==> config.mk <==
export PLATFORM = sky130hd
export DESIGN_NAME = alu_pipe
export DESIGN_NICKNAME = d
export VERILOG_FILES = /design/src/rtl/alu_pkg.sv /design/src/rtl/alu_core.sv /design/src/rtl/alu_pipe.sv
export SDC_FILE = /design/constraint.sdc
export NUM_CORES = 1
export LEC_CHECK = 0
export ABC_AREA = 1
export CAP_MARGIN = 15
export CORE_MARGIN = 2
export CORE_UTILIZATION = 36
export DETAILED_ROUTE_END_ITERATION = 7
export GPL_TIMING_DRIVEN = 0
export PLACE_DENSITY = 0.66
export SYNTH_ARGS = -nofsm -noshare
export SYNTH_HDL_FRONTEND = slang
export SYNTH_SLANG_ARGS = --single-unit
==> constraint.sdc <==
create_clock -name clk -period 12.7 [get_ports clk]
set_input_delay 2.54 -clock clk [delete_from_list [all_inputs] [get_ports clk]]
set_output_delay 2.54 -clock clk [all_outputs]
set_load 0.005 [all_outputs]
==> src/rtl/alu_pkg.sv <==
// Shared ALU definitions: opcode encodings and the NZVC flag bundle.
package alu_pkg;

    localparam int ALU_OP_W = 3;

    // Opcode encodings, also used by the instruction decoder.
    typedef enum logic [ALU_OP_W-1:0] {
        OP_PASSB = 3'b000,
        OP_SHL   = 3'b001,
        OP_ADD   = 3'b010,
        OP_SUB   = 3'b011,
        OP_AND   = 3'b100,
        OP_OR    = 3'b101,
        OP_XOR   = 3'b110,
        OP_SHR   = 3'b111
    } alu_op_e;

    typedef struct packed {
        logic n;
        logic z;
        logic v;
        logic c;
    } alu_flags_t;

endpackage

==> src/rtl/alu_core.sv <==
// Combinational ALU datapath: eight ops plus NZVC flag generation.
module alu_core
    import alu_pkg::*;
#(
    parameter int WIDTH = 64
) (
    input  logic [WIDTH-1:0] a,
    input  logic [WIDTH-1:0] b,
    input  alu_op_e          op,
    output logic [WIDTH-1:0] result,
    output alu_flags_t       flags
);

    localparam int SHW = $clog2(WIDTH);

    logic [WIDTH-1:0] b_op;
    logic [WIDTH:0]   sum;
    logic [SHW-1:0]   shamt;
    logic [WIDTH:0]   shl_ext;
    logic [WIDTH:0]   shr_ext;

    // Select the op result and derive flags; shifts use one extra bit to catch the last bit shifted out.
    always_comb begin
        // NOTE: every signal gets a default first so no path through the case leaves it unassigned (no latch).
        b_op    = (op == OP_SUB) ? ~b : b;
        sum     = {1'b0, a} + {1'b0, b_op} + {{WIDTH{1'b0}}, (op == OP_SUB)};
        shamt   = b[SHW-1:0];
        shl_ext = {1'b0, a} << shamt;
        shr_ext = {a, 1'b0} >> shamt;
        result  = b;
        flags   = '0;

        case (op)
            OP_PASSB: result = b;
            OP_SHL: begin
                result  = shl_ext[WIDTH-1:0];
                flags.c = shl_ext[WIDTH];
            end
            OP_ADD, OP_SUB: begin
                result  = sum[WIDTH-1:0];
                flags.c = sum[WIDTH];
                flags.v = (a[WIDTH-1] == b_op[WIDTH-1]) && (sum[WIDTH-1] != a[WIDTH-1]);
            end
            OP_AND: result = a & b;
            OP_OR:  result = a | b;
            OP_XOR: result = a ^ b;
            OP_SHR: begin
                result  = shr_ext[WIDTH:1];
                flags.c = shr_ext[0];
            end
            default: result = b;
        endcase

        flags.n = result[WIDTH-1];
        flags.z = (result == '0);
    end

endmodule

==> src/rtl/alu_pipe.sv <==
// Two-stage pipelined ALU with valid/ready handshakes and an architectural NZVC register.
module alu_pipe
    import alu_pkg::*;
#(
    parameter int WIDTH = 64
) (
    input  logic             clk,
    input  logic             rst_n,
    input  logic             in_valid,
    output logic             in_ready,
    input  logic [WIDTH-1:0] a,
    input  logic [WIDTH-1:0] b,
    input  logic [2:0]       cntrl,
    input  logic             set_flags,
    output logic             out_valid,
    input  logic             out_ready,
    output logic [WIDTH-1:0] result,
    output logic             negative,
    output logic             zero,
    output logic             overflow,
    output logic             carry_out,
    output logic             flag_n,
    output logic             flag_z,
    output logic             flag_v,
    output logic             flag_c
);

    logic             s1_valid;
    logic [WIDTH-1:0] s1_a;
    logic [WIDTH-1:0] s1_b;
    alu_op_e          s1_op;
    logic             s1_sf;

    logic             s2_valid;
    logic [WIDTH-1:0] s2_result;
    alu_flags_t       s2_flags;
    logic             s2_sf;

    alu_flags_t       flag_reg;

    logic [WIDTH-1:0] core_result;
    alu_flags_t       core_flags;

    logic s2_adv;
    logic s1_adv;
    logic in_fire;
    logic retire;

    alu_core #(.WIDTH(WIDTH)) u_core (
        .a      (s1_a),
        .b      (s1_b),
        .op     (s1_op),
        .result (core_result),
        .flags  (core_flags)
    );

    // Advance conditions; in_ready depends only on pipeline state and out_ready.
    assign s2_adv   = !s2_valid || out_ready;
    assign s1_adv   = !s1_valid || s2_adv;
    assign in_ready = s1_adv;
    assign in_fire  = in_valid && in_ready;
    assign retire   = s2_valid && out_ready;

    // Stage 1: capture operands on an input handshake.
    always_ff @(posedge clk) begin
        // NOTE: sequential state uses non-blocking assignments so all registers update from pre-edge values.
        if (!rst_n) begin
            s1_valid <= 1'b0;
        end else if (s1_adv) begin
            s1_valid <= in_valid;
        end
        // NOTE: operand registers are qualified by s1_valid, so they need no reset.
        if (in_fire) begin
            s1_a  <= a;
            s1_b  <= b;
            s1_op <= alu_op_e'(cntrl);
            s1_sf <= set_flags;
        end
    end

    // Stage 2: register the core output when S1 holds an op and S2 is empty or retiring.
    always_ff @(posedge clk) begin
        if (!rst_n) begin
            s2_valid  <= 1'b0;
            s2_result <= '0;
            s2_flags  <= '0;
            s2_sf     <= 1'b0;
        end else if (s2_adv) begin
            s2_valid <= s1_valid;
            if (s1_valid) begin
                s2_result <= core_result;
                s2_flags  <= core_flags;
                s2_sf     <= s1_sf;
            end
        end
    end

    // Architectural flag register: commit S2 flags when a set_flags op retires.
    always_ff @(posedge clk) begin
        if (!rst_n) begin
            flag_reg <= '0;
        end else if (retire && s2_sf) begin
            flag_reg <= s2_flags;
        end
    end

    assign out_valid = s2_valid;
    assign result    = s2_result;
    assign negative  = s2_flags.n;
    assign zero      = s2_flags.z;
    assign overflow  = s2_flags.v;
    assign carry_out = s2_flags.c;
    assign flag_n    = flag_reg.n;
    assign flag_z    = flag_reg.z;
    assign flag_v    = flag_reg.v;
    assign flag_c    = flag_reg.c;

endmodule
Yosys cells after proc, flatten, opt, wreduce, memory -nomap -nowiden
Index checks and enable logic that the tools add are counted.
{"block": "word_totals", "reg_bits": 207, "elab_cells": 49}
{"block": "op_classes", "add_sub_neg": 2, "eq_ne": 9, "shift": 2, "n_mux": 4, "n_bitwise": 4, "reduce_logical": 12}
{"op": "64-bit one-hot mux with 7 select lines", "count": 1}
{"op": "64-bit by 64-bit adder with 65-bit output", "count": 1}
{"op": "65-bit by 1-bit adder with 65-bit output", "count": 1}
{"op": "64-bit by 6-bit left shift with 65-bit output", "count": 1}
{"op": "65-bit by 6-bit >> shifter with 65-bit output", "count": 1}
{"op": "64-bit AND", "count": 1}
{"op": "64-bit logical NOT", "count": 1}
{"op": "64-bit two-way mux", "count": 1}
{"op": "64-bit NOT", "count": 1}
{"op": "64-bit OR", "count": 1}
{"op": "64-bit XOR", "count": 1}
{"op": "3-bit equality test (second input constant)", "count": 4}
{"op": "3-bit by 2-bit equality test with 1-bit output (second input constant)", "count": 2}
{"op": "1-bit logical AND", "count": 4}
{"op": "3-bit by 1-bit equality test with 1-bit output (second input constant)", "count": 1}
{"op": "3-bit logical NOT", "count": 1}
{"op": "1-bit one-hot mux with 3 select lines", "count": 1}
{"op": "1-bit logical NOT", "count": 2}
{"op": "1-bit logical OR", "count": 2}
{"op": "2-bit AND reduction", "count": 1}
{"op": "2-bit OR reduction", "count": 1}
{"op": "1-bit equality test", "count": 1}
{"op": "1-bit two-way mux", "count": 1}
{"op": "1-bit inequality test", "count": 1}

Longest topological paths before layout
{"block": "depth", "depth_word": 7, "depth_mapped": 29, "mapped_depth_nobuf": 27}

By module
From an unflattened synthesis, not the netlist that was laid out.
{"block": "unflattened", "cells_unflattened": 4520, "hier_area_um2": 26376.5}
{"module": "alu_core", "instances": 1, "cells_each": 3898, "area_per_inst_um2": 19097.1, "seq_area_each_um2": 0.0}
{"module": "alu_pipe", "instances": 1, "cells_each": 622, "area_per_inst_um2": 7279.5, "seq_area_each_um2": 5465.2}

Worst setup path after synthesis
OpenSTA, ideal clock, no wires.
{"block": "synth_timing", "path_type": "input-to-reg", "from": "input out_ready", "to": "register s1_a[0] (enable)", "setup_time_ns": 0.485, "arrival_ns": 5.327, "required_ns": 12.215, "path_slack_ns": 6.888, "cell_stages": 4, "path_buffers": 0, "cell_sequence": "inv_1 > nand3_1 > nand2_1 > inv_1"}
{"block": "synth_via", "elab_chain_cells": 3}
{"item": "start: declaration", "line_no": "alu_pipe.sv:16", "rtl": "input logic out_ready,"}
{"item": "1-bit logical OR", "line_no": "alu_pipe.sv:58", "rtl": "assign s2_adv = !s2_valid || out_ready;"}
{"item": "1-bit logical OR", "line_no": "alu_pipe.sv:59", "rtl": "assign s1_adv = !s1_valid || s2_adv;"}
{"item": "via in_ready", "line_no": "alu_pipe.sv:10", "rtl": "output logic in_ready,"}
{"item": "1-bit logical AND", "line_no": "alu_pipe.sv:61", "rtl": "assign in_fire = in_valid && in_ready;"}
{"item": "via in_fire", "line_no": "alu_pipe.sv:46", "rtl": "logic in_fire;"}
{"item": "end signal: assignment", "line_no": "alu_pipe.sv:74", "rtl": "s1_a <= a;"}
{"item": "end: declaration", "line_no": "alu_pipe.sv:29", "rtl": "logic [WIDTH-1:0] s1_a;"}
The timed path passes the listed nets, and every way through them passes these cells.
A chain may end at the register's enable or synchronous reset.

Worst setup path after layout
{"block": "layout_timing", "from": "register s1_b[3]", "to": "register s2_flags (netlist bit zero)"}
{"block": "layout_via", "elab_chain_cells": 6, "word_cells_on_any_way": 11}
{"item": "start: declaration", "line_no": "alu_pipe.sv:30", "rtl": "logic [WIDTH-1:0] s1_b;"}
{"item": "start signal: assignment", "line_no": "alu_pipe.sv:75", "rtl": "s1_b <= b;"}
{"item": "64-bit NOT", "line_no": "alu_core.sv:25", "rtl": "b_op = (op == OP_SUB) ? ~b : b;"}
{"item": "64-bit two-way mux", "line_no": "alu_core.sv:25"}
{"item": "64-bit by 64-bit adder with 65-bit output", "line_no": "alu_core.sv:26", "rtl": "sum = {1'b0, a} + {1'b0, b_op} + {{WIDTH{1'b0}}, (op == OP_SUB)};"}
{"item": "65-bit by 1-bit adder with 65-bit output", "line_no": "alu_core.sv:26"}
{"item": "64-bit one-hot mux with 7 select lines (*)", "line_no": "alu_core.sv:33", "rtl": "case (op)"}
{"item": "64-bit logical NOT (*)", "line_no": "alu_core.sv:55", "rtl": "flags.z = (result == '0);"}
{"item": "end signal: assignment", "line_no": "alu_pipe.sv:92", "rtl": "s2_flags <= core_flags;"}
{"item": "end: declaration", "line_no": "alu_pipe.sv:36", "rtl": "alu_flags_t s2_flags;"}
Mark *: on every way between the ends. The rest lies on a longest branch, timed or not.

==> results.ini <==
[setup_path]
cp.arrival_ns=7.27
crit_chain=buf_2, inv_2, clkbuf_1, clkbuf_1, xor2_1, inv_1, ha_1, nand2_1, nand3_1, nand2_1, nand2_1, o21ai_0, nand4_1, nand2_1, nand2_1, nor2_1, nand3_1, nor3_1, nand3_1, a21oi_1
cpLargestDelayFamily=simple AND/OR/NAND/NOR gates
path_class=reg -> reg
crit_buf_inv=5
reg2regPathDepth=20
max_stage_delay_ns=0.95
rr_startpoint=s1_b[3]
critPathSlowestCell=clkbuf_1
r2r-end=zero
reg2reg_slack_ns=5.97
path_common_cell=nand2_1
worstSetupEndpointType=register
crit_fanout=10
cp-start-kind=register
cp.required_ns=13.25

[global_route]
antenna_found_initial=8
overflow=0
first_global_vias=30365
grtUsageTotal=0.498
grt_util_met3=0.218
grt_pass1_wl_um=245000
gr-usage-met1=0.657
grt_max_degree=70
met2_usage=0.670
busiest_layer=met2

[finish]
stdcell_count=5397
synthToLayoutAreaGrowth_pct=16.6
layout.nets=4782
final_common_cell=nand2_1
final_cell_mix=nand2_1 (1255), nand3_1 (890), inv_1 (441), nor2_1 (287), clkdlybuf4s50_1 (209)
drive_gt1_frac=0.0318

[placement]
finalWeightedCongestion=1.17
dp.cells=5346
io_buffers=209
hpwlAfterDp_um=152000

[synthesis]
netlist_top_cells_area=nand2_1 (19%), nand3_1 (18%), edfxtp_1 (16%)
seq_area_frac_synth=0.217
syn_nets=4543
synth.distinct_cells=50
syn_avg_cell_area_sq_um=5.96
yosys_warnings=0
ys_ff_latch=206
syn-cell-area_sq_um=25100
synth_largest_area_cell=nand2_1
syn_inst=4205
yosysTopAreaCellShare=0.188

[routing]
wl_per_cell_um=34.1
ant_nets=0
viasPerCell=6.31
drcViolationCount=2
drt_iter0_markers=6721
wl_um=184000
vias=34053
first_pass_iters=8

[pwr]
p_sw_uw=1390
combPwrFrac=0.458
peakVddDrop_uv=107
power_density_nw_per_um2=100
internal-power_uw=1540
power_frac_clock=0.255
p_leak_uw=0.0141
sw_frac_of_total=0.474
sequentialPowerShare=0.287

[timing]
fmax_ghz=0.149
fin_crit_sh=0.530
setup_violations=0
fin_crit_ns=6.73
drv_slew=0
tightest_slew_ns=1.41
finClkSkew_ns=0.0201
rsz0062_at_grt=no
final-hold-violation-count=0
slew_headroom=0.0499
tns_ns=0

[clocking]
holdBufCountCts=0
ctsHtreeMaxLevel=1
cts_sinks=206
cts_buffers=25
post-cts-setup-buffers=0
cts_resized=0
clock_latency_ns=0.62
cts_tree=built
path_clk_slew_ns=0.06
root_buffer=clkbuf_16
clk_path_buf_depth=3

[worst_hold_path]
min_path_cells=2
hold_class=reg -> reg
holdPathEnd=flag_c
holdCritStartpoint=flag_c

[floorplanning]
die_w_um=268
num_rows=96
die_y_um=268
ios=210
core_sq_um=68700
initial_utilization=0.365
dieArea_sq_um=71800

[outcome]
violations=design-rule violations
status=finished with violations

[flow_run]
maxCapViolCount=0

[sequential cells by signal, indices dropped and copies added, names as in the netlist]
register	count
s1_b	64
overflow	1
flag_z	1
s1_op	3
flag_n	1
s1_sf	1
carry_out	1
result	64
out_valid	1
s1_a	64
s2_sf	1
flag_v	1
zero	1
flag_c	1
s1_valid	1
[power groups by stage]
stage	clock network, uW	logic (uW)	registers (uW)
finish	745	1340	840
global route	772	1380	835
CTS	751	1240	833
detailed placement	0	1230	846
global placement	0	1240	851
floorplan	0	688	805
[metal layers]
| metal | vias up | share of wire |
|---|---|---|
| met4 | 6 | 0.071 |
| met1 | 15901 | 0.39 |
| li1 | 14486 | - |
| met5 | - | 0.00062 |
| met2 | 3032 | 0.37 |
| met3 | 628 | 0.16 |
[Yosys cell counts (all sizes together)]
cell type	count
a2111oi	1
a211oi	32
a21boi	1
a21o	1
a21oi	198
a221oi	8
a22o	2
a22oi	1
a31o	1
a31oi	1
and2	3
and3	1
buf	118
clkbuf	92
clkinv	1
dfxtp	74
edfxtp	132
fa	1
ha	201
inv	453
nand2	1264
nand2b	1
nand3	890
nand3b	15
nand4	56
nor2	288
nor3	24
nor4	7
o2111a	1
o2111ai	9
o211a	4
o211ai	16
o21a	24
o21ai	199
o21bai	8
o221ai	1
o22ai	3
o31ai	1
or2	8
xor2	64
[how the worst max path moves through the flow]
| stage | from | endpoint | slack, ns | depth (start not counted) |
|---|---|---|---|---|
| 2_1_floorplan | out_ready | s1_a[0] | 6.89 | 4 |
| 3_3_place_gp | out_ready | s1_a[10] | 5.06 | 5 |
| 3_5_place_dp | out_ready | in_ready | 6.43 | 4 |
| 4_1_cts | out_ready | in_ready | 6.43 | 4 |
| 5_1_grt | s1_b[3] | zero | 6.15 | 25 |
| 6_report | s1_b[3] | zero | 5.97 | 20 |
[logic make-up after synthesis]
| family | after synthesis | synth area share |
|---|---|---|
| compound gates | 512 | 0.115 |
| xor+xnor | 64 | 0.0224 |
| buf+inv | 664 | 0.104 |
| simple gates | 2557 | 0.440 |
| flops | 206 | 0.217 |
| fa+ha+maj | 202 | 0.101 |
[worst reg2reg max path, stage by stage, from the launching register on]
cell      delay (ns)
edfxtp_1        0.45
buf_2           0.23
inv_2           0.16
clkbuf_1        0.95
clkbuf_1        0.93
xor2_1          0.23
inv_1           0.07
ha_1            0.37
nand2_1         0.13
nand3_1         0.26
nand2_1         0.13
nand2_1         0.17
o21ai_0         0.73
nand4_1         0.18
nand2_1         0.29
nand2_1         0.09
nor2_1          0.28
nand3_1         0.12
nor3_1          0.48
nand3_1         0.24
a21oi_1         0.17
[cell type report]
class,count,area [sq um]
sequential,206,5450
timing repair buffer,212,2150
clock buffer,36,761
buffer,210,902
antenna,3,7.51
inverter,454,1710
clock inverter,10,73.8
tap,931,1160
fill,7662,39500
multi-input combinational,3335,17000
[per-stage QoR]
step	worst slack [ns]	hold WS (ns)	utilization	instance area [sq um]	power, uW
2_1_floorplan	6.89	0.440	-	25100	1490
3_3_place_gp	5.06	0.433	0.412	28300	2090
3_5_place_dp	6.43	0.439	0.413	28400	2080
4_1_cts	6.43	0.449	0.425	29200	2820
5_1_grt	6.15	0.475	0.425	29200	2990
6_report	5.97	0.445	0.425	29200	2930
(Power assumes the default switching activity.)
